==> src/rtl/serial_pkg.sv <==
// Shared types and line levels for the serial link.
// Used by the transmitter and its baud tick generator.
package serial_pkg;

  typedef enum logic [1:0] {
    IDLE,
    START,
    DATA,
    STOP
  } tx_state_e;

  localparam logic LINE_IDLE = 1'b1;
  localparam logic START_BIT = 1'b0;
  localparam logic STOP_BIT  = 1'b1;

endpackage

==> src/rtl/serial_tx_4bits_baud_tick_gen.sv <==
// Bit-period counter for the serial transmitter.
// tick is high on the last cycle of each bit period.
module baud_tick_gen #(
  parameter int CLKS_PER_BIT = 4
) (
  input  logic clk,
  input  logic reset,
  input  logic clear,
  output logic tick
);

  localparam int CNT_W =
    (CLKS_PER_BIT > 1) ? $clog2(CLKS_PER_BIT) : 1;
  localparam logic [CNT_W-1:0] LAST =
    CNT_W'(CLKS_PER_BIT - 1);

  logic [CNT_W-1:0] cnt_q;
  logic [CNT_W-1:0] cnt_d;

  assign tick = (cnt_q == LAST);

  // Next count: cleared, wrapped at the last cycle, else advanced.
  always_comb begin
    cnt_d = cnt_q;
    if (clear || tick) begin
      cnt_d = '0;
    end else begin
      cnt_d = cnt_q + CNT_W'(1);
    end
  end

  // Counter register.
  always_ff @(posedge clk or posedge reset) begin
    if (reset) begin
      cnt_q <= '0;
    end else begin
      cnt_q <= cnt_d;
    end
  end

endmodule

==> src/rtl/serial_tx_4bits.sv <==
// UART-style parallel-to-serial transmitter.
// Frame: start bit, data LSB-first, stop bit; outputs registered.
module serial_tx_4bits
  import serial_pkg::*;
#(
  parameter int DATA_W       = 4,
  parameter int CLKS_PER_BIT = 4
) (
  input  logic              clk,
  input  logic              reset,
  input  logic [DATA_W-1:0] in_data,
  input  logic              in_valid,
  output logic              in_ready,
  output logic              tx,
  output logic              busy,
  output logic              done
);

  localparam int IDX_W =
    (DATA_W > 1) ? $clog2(DATA_W) : 1;
  localparam logic [IDX_W-1:0] LAST_IDX =
    IDX_W'(DATA_W - 1);

  tx_state_e         state_q, state_d;
  logic [DATA_W-1:0] shift_q, shift_d;
  logic [IDX_W-1:0]  idx_q, idx_d;
  logic              tx_q, tx_d;
  logic              ready_q, ready_d;
  logic              busy_q, busy_d;
  logic              done_q, done_d;
  logic              clear;
  logic              tick;
  logic [DATA_W-1:0] shift_sh;

  assign shift_sh = shift_q >> 1;
  assign clear    = (state_q == IDLE);

  assign tx       = tx_q;
  assign in_ready = ready_q;
  assign busy     = busy_q;
  assign done     = done_q;

  baud_tick_gen #(
    .CLKS_PER_BIT(CLKS_PER_BIT)
  ) u_baud (
    .clk  (clk),
    .reset(reset),
    .clear(clear),
    .tick (tick)
  );

  // Next state and next registered outputs.
  always_comb begin
    state_d = state_q;
    shift_d = shift_q;
    idx_d   = idx_q;
    tx_d    = tx_q;
    ready_d = ready_q;
    busy_d  = busy_q;
    done_d  = 1'b0;
    unique case (state_q)
      IDLE: begin
        tx_d    = LINE_IDLE;
        ready_d = 1'b1;
        busy_d  = 1'b0;
        if (in_valid && ready_q) begin
          shift_d = in_data;
          state_d = START;
          tx_d    = START_BIT;
          ready_d = 1'b0;
          busy_d  = 1'b1;
        end
      end
      START: begin
        if (tick) begin
          state_d = DATA;
          tx_d    = shift_q[0];
          idx_d   = '0;
        end
      end
      DATA: begin
        if (tick) begin
          if (idx_q == LAST_IDX) begin
            state_d = STOP;
            tx_d    = STOP_BIT;
          end else begin
            shift_d = shift_sh;
            idx_d   = idx_q + IDX_W'(1);
            tx_d    = shift_sh[0];
          end
        end
      end
      STOP: begin
        if (tick) begin
          state_d = IDLE;
          ready_d = 1'b1;
          busy_d  = 1'b0;
          done_d  = 1'b1;
        end
      end
      default: begin
        state_d = IDLE;
        tx_d    = LINE_IDLE;
        ready_d = 1'b1;
        busy_d  = 1'b0;
      end
    endcase
  end

  // State, datapath and output registers.
  always_ff @(posedge clk or posedge reset) begin
    if (reset) begin
      state_q <= IDLE;
      shift_q <= '0;
      idx_q   <= '0;
      tx_q    <= LINE_IDLE;
      ready_q <= 1'b1;
      busy_q  <= 1'b0;
      done_q  <= 1'b0;
    end else begin
      state_q <= state_d;
      shift_q <= shift_d;
      idx_q   <= idx_d;
      tx_q    <= tx_d;
      ready_q <= ready_d;
      busy_q  <= busy_d;
      done_q  <= done_d;
    end
  end

endmodule
==> config.mk <==
export PLATFORM = sky130hd
export DESIGN_NAME = serial_tx_4bits
export DESIGN_NICKNAME = d
export VERILOG_FILES = /design/src/rtl/serial_pkg.sv /design/src/rtl/serial_tx_4bits_baud_tick_gen.sv /design/src/rtl/serial_tx_4bits.sv
export SDC_FILE = /design/constraint.sdc
export NUM_CORES = 1
export LEC_CHECK = 0
export BUFFER_PORTS_ARGS = -buffer_cell sky130_fd_sc_hd__buf_2
export CELL_PAD_IN_SITES_DETAIL_PLACEMENT = 1
export CELL_PAD_IN_SITES_GLOBAL_PLACEMENT = 1
export CORE_MARGIN = 3
export CORE_UTILIZATION = 39
export CTS_CLUSTER_DIAMETER = 60
export DETAILED_ROUTE_END_ITERATION = 10
export PLACE_DENSITY_LB_ADDON = 0.15
export SLEW_MARGIN = 20
export SYNTH_ARGS = -nofsm -noshare
export SYNTH_HDL_FRONTEND = slang
export SYNTH_SLANG_ARGS = --single-unit
==> constraint.sdc <==
create_clock -name clk -period 1.8 [get_ports clk]
set_input_delay 0.18 -clock clk [delete_from_list [all_inputs] [get_ports clk]]
set_output_delay 0.18 -clock clk [all_outputs]
set_load 0.05 [all_outputs]
==> results.toml <==
[sta]
relSlewSlack = 0.632
skew_ns = 0.00101
fin_crit_ns = 1.68
whs_ns = 0.252
period_share = 0.936
rsz0062_at_grt = "false"
maxSlewViolCount = 0
fin_tns_setup_ns = 0
fmax_mhz = 594
setup_violations = 0
layout_setup_ws_ns = 0.116
worst_pin_slew_ns = 0.552
finalHoldViolations = 0

[cts]
cts-buffers-inserted = 3
cts_max_level = 1
clk_latency_ns = 0.27
root_buffer = "clkbuf_4"
clockBufferDepth = 2
clkTransAtPathRegs_ns = 0.08
clock_sinks = 14
cts_tree = "done"

[power_and_ir_drop]
ir_drop_uv = 1070
power_density_mw_per_mm2 = 2070
leakage_nw = 0.455

[cells_and_area]
area_growth_pct = 20.6
antenna_cells = 0
drive_gt1_frac = 0.386
layout_common_cells = "12 x dfrtp_1, 10 x buf_2, 7 x mux2_2, 7 x ha_1, 7 x buf_4"
final_util = 0.527
final_common_cell = "dfrtp_1"
nNetsFinal = 105
stdcell_count = 113

[min_path]
min_path_type = "primary input to register"
worstHoldStart = "in_data[3]"

[global_routing]
grt-ovfl-total = 0
met1_usage = 0.167
grt_antenna_before_repair = 0
grt_max_degree = 15
met3_usage = 0.0175
grt_pass1_wl_mm = 2.79
busiest_layer = "met2"
grt_pass1_vias = 647
use_met2 = 0.266
grt_usage = 0.144

[place]
hpwl_mm = 1.32
place_ws_ns = 0.0579
portBuffers = 10
place_congestion = 0.734
placedCellCount = 109

[routing]
viasPerCell = 4.96
dr.pass1.iters = 3
ant_nets = 0
drc = 0
wl_per_cell_um = 14.5
routed_wl_mm = 1.64
drt_iter0_drc = 2
vias = 561

[die]
die_w_um = 51.2
die_y_um = 51.2
start_util = 0.437
dieArea_mm2 = 0.00262
core_mm2 = 0.00182
pin_count = 11
rows = 15

[synthesis]
yosys_warnings = 0
ys_seq_area_frac = 0.443
synth-seq-cells = 14
synth_flop_cell = "dfrtp_1"
postSynthCellCount = 68
synthArstFlopShare = 1.00
synth-edff-count = 0
syn-cell-area_um2 = 796
syn_nets = 83
syn_avg_cell_area_um2 = 11.7
synth_cell_types = 27

[setup_path]
endpoint_kind = "register"
crit_type = "register to register"
cp.arrival_ns = 1.85
r2r-start = "state_q[1]$_DFFE_PP0P_"
crit_path_top_delay_cell = "dfrtp_1"
crit_path_start = "state_q[1]$_DFFE_PP0P_"
worstPathRequired_ns = 1.96
slowest_delay_ns = 0.40
cp_max_fo = 4
crit_chain = "inv_1, ha_1, a21boi_2, a211oi_4, mux2_2"
start_kind = "register"

[job]
cap_violations = 0

[outcome]
status = "complete, no violations"
-- Yosys cell counts (all sizes together) (2+ instances only) --
library cell  count  area, µm²
nand2             3       11.3
inv               5       18.8
dfstp             2       52.6
o21ai             4       20.0
nor2              4       15.0
mux2              9        101
dfrtp            12        300
nor2b             2       12.5
nand2b            3       21.3
ha                8        100
a22o              2       17.5
-- registers in the layout, summed over array words and instances (netlist names) --
register,count
shift_q,4
busy,1
idx_q,2
in_ready,1
u_baud.cnt_q,2
done,1
state_q,2
tx,1
-- what timing repair did --
item | CTS | global route
buffers inserted | 0 | 0
gates resized for setup | 0 | 1
endpoints found under the setup margin | 0 | 3
hold buffers | 1 | 0
hold endpoints to repair | 12 | 0
-- power by group --
group          switching (mW)  leakage, nW  internal [mW]
combinational           0.628        0.277          0.593
clock                  0.0976       0.0138         0.0773
sequential              0.100        0.164          0.490
-- worst max-delay path, delay by kind of cell (launching register included) --
family,cells,cell delay [ns]
AOI/OAI and AO/OA,2,0.47
DFF,1,0.40
muxes,1,0.37
adders and majority gates,1,0.23
buffers and inverters,1,0.10
-- per-layer routing --
metal	vias to the layer above	routed length, µm	share of wire
met3	2	37	0.023
met5	-	0	0
met4	0	10	0.0061
met1	274	751	0.46
li1	279	-	-
met2	6	840	0.51
-- layout make-up --
cell class,instances,area [µm²]
well taps,25,31.3
inverters,5,18.8
fillers,216,861
clock buffers,3,22.5
flip-flops and latches,14,353
multi-input cells,48,422
repair buffers,18,113
-- path summary, 6_finish.rpt --
| path | to | slack [ns] | depth (start not counted) |
|---|---|---|---|
| worst min register to register | u_baud.cnt_q[0]$_DFF_PP0_ | 0.46 | 1 |
| min in group asynchronous | idx_q[1]$_DFFE_PP0P_ | 0.50 | 3 |
| worst max-delay path | shift_q[2]$_DFFE_PP0P_ | 0.12 | 5 |
| worst min-delay path | shift_q[3]$_DFFE_PP0P_ | 0.25 | 3 |
| worst max register to register | shift_q[2]$_DFFE_PP0P_ | 0.12 | 5 |
| max in group asynchronous | in_ready$_DFFE_PP1P_ | 0.93 | 3 |
-- logic make-up after synthesis --
kind of cell | share of synthesized area
AND/OR/NAND/NOR | 0.110
AO/OA/AOI/OAI | 0.151
flip-flops | 0.443
multiplexers | 0.140
adder cells (fa/ha/maj) | 0.126
buffers and inverters | 0.0299
-- per-stage QoR --
step	instance area, µm²	power (mW)
after global placement	925	1.77
final	960	1.99
after global routing	960	2.16
after detailed placement	925	1.83
after floorplan	796	1.46
after CTS	957	2.01
Power figures use the tool's default switching activity.
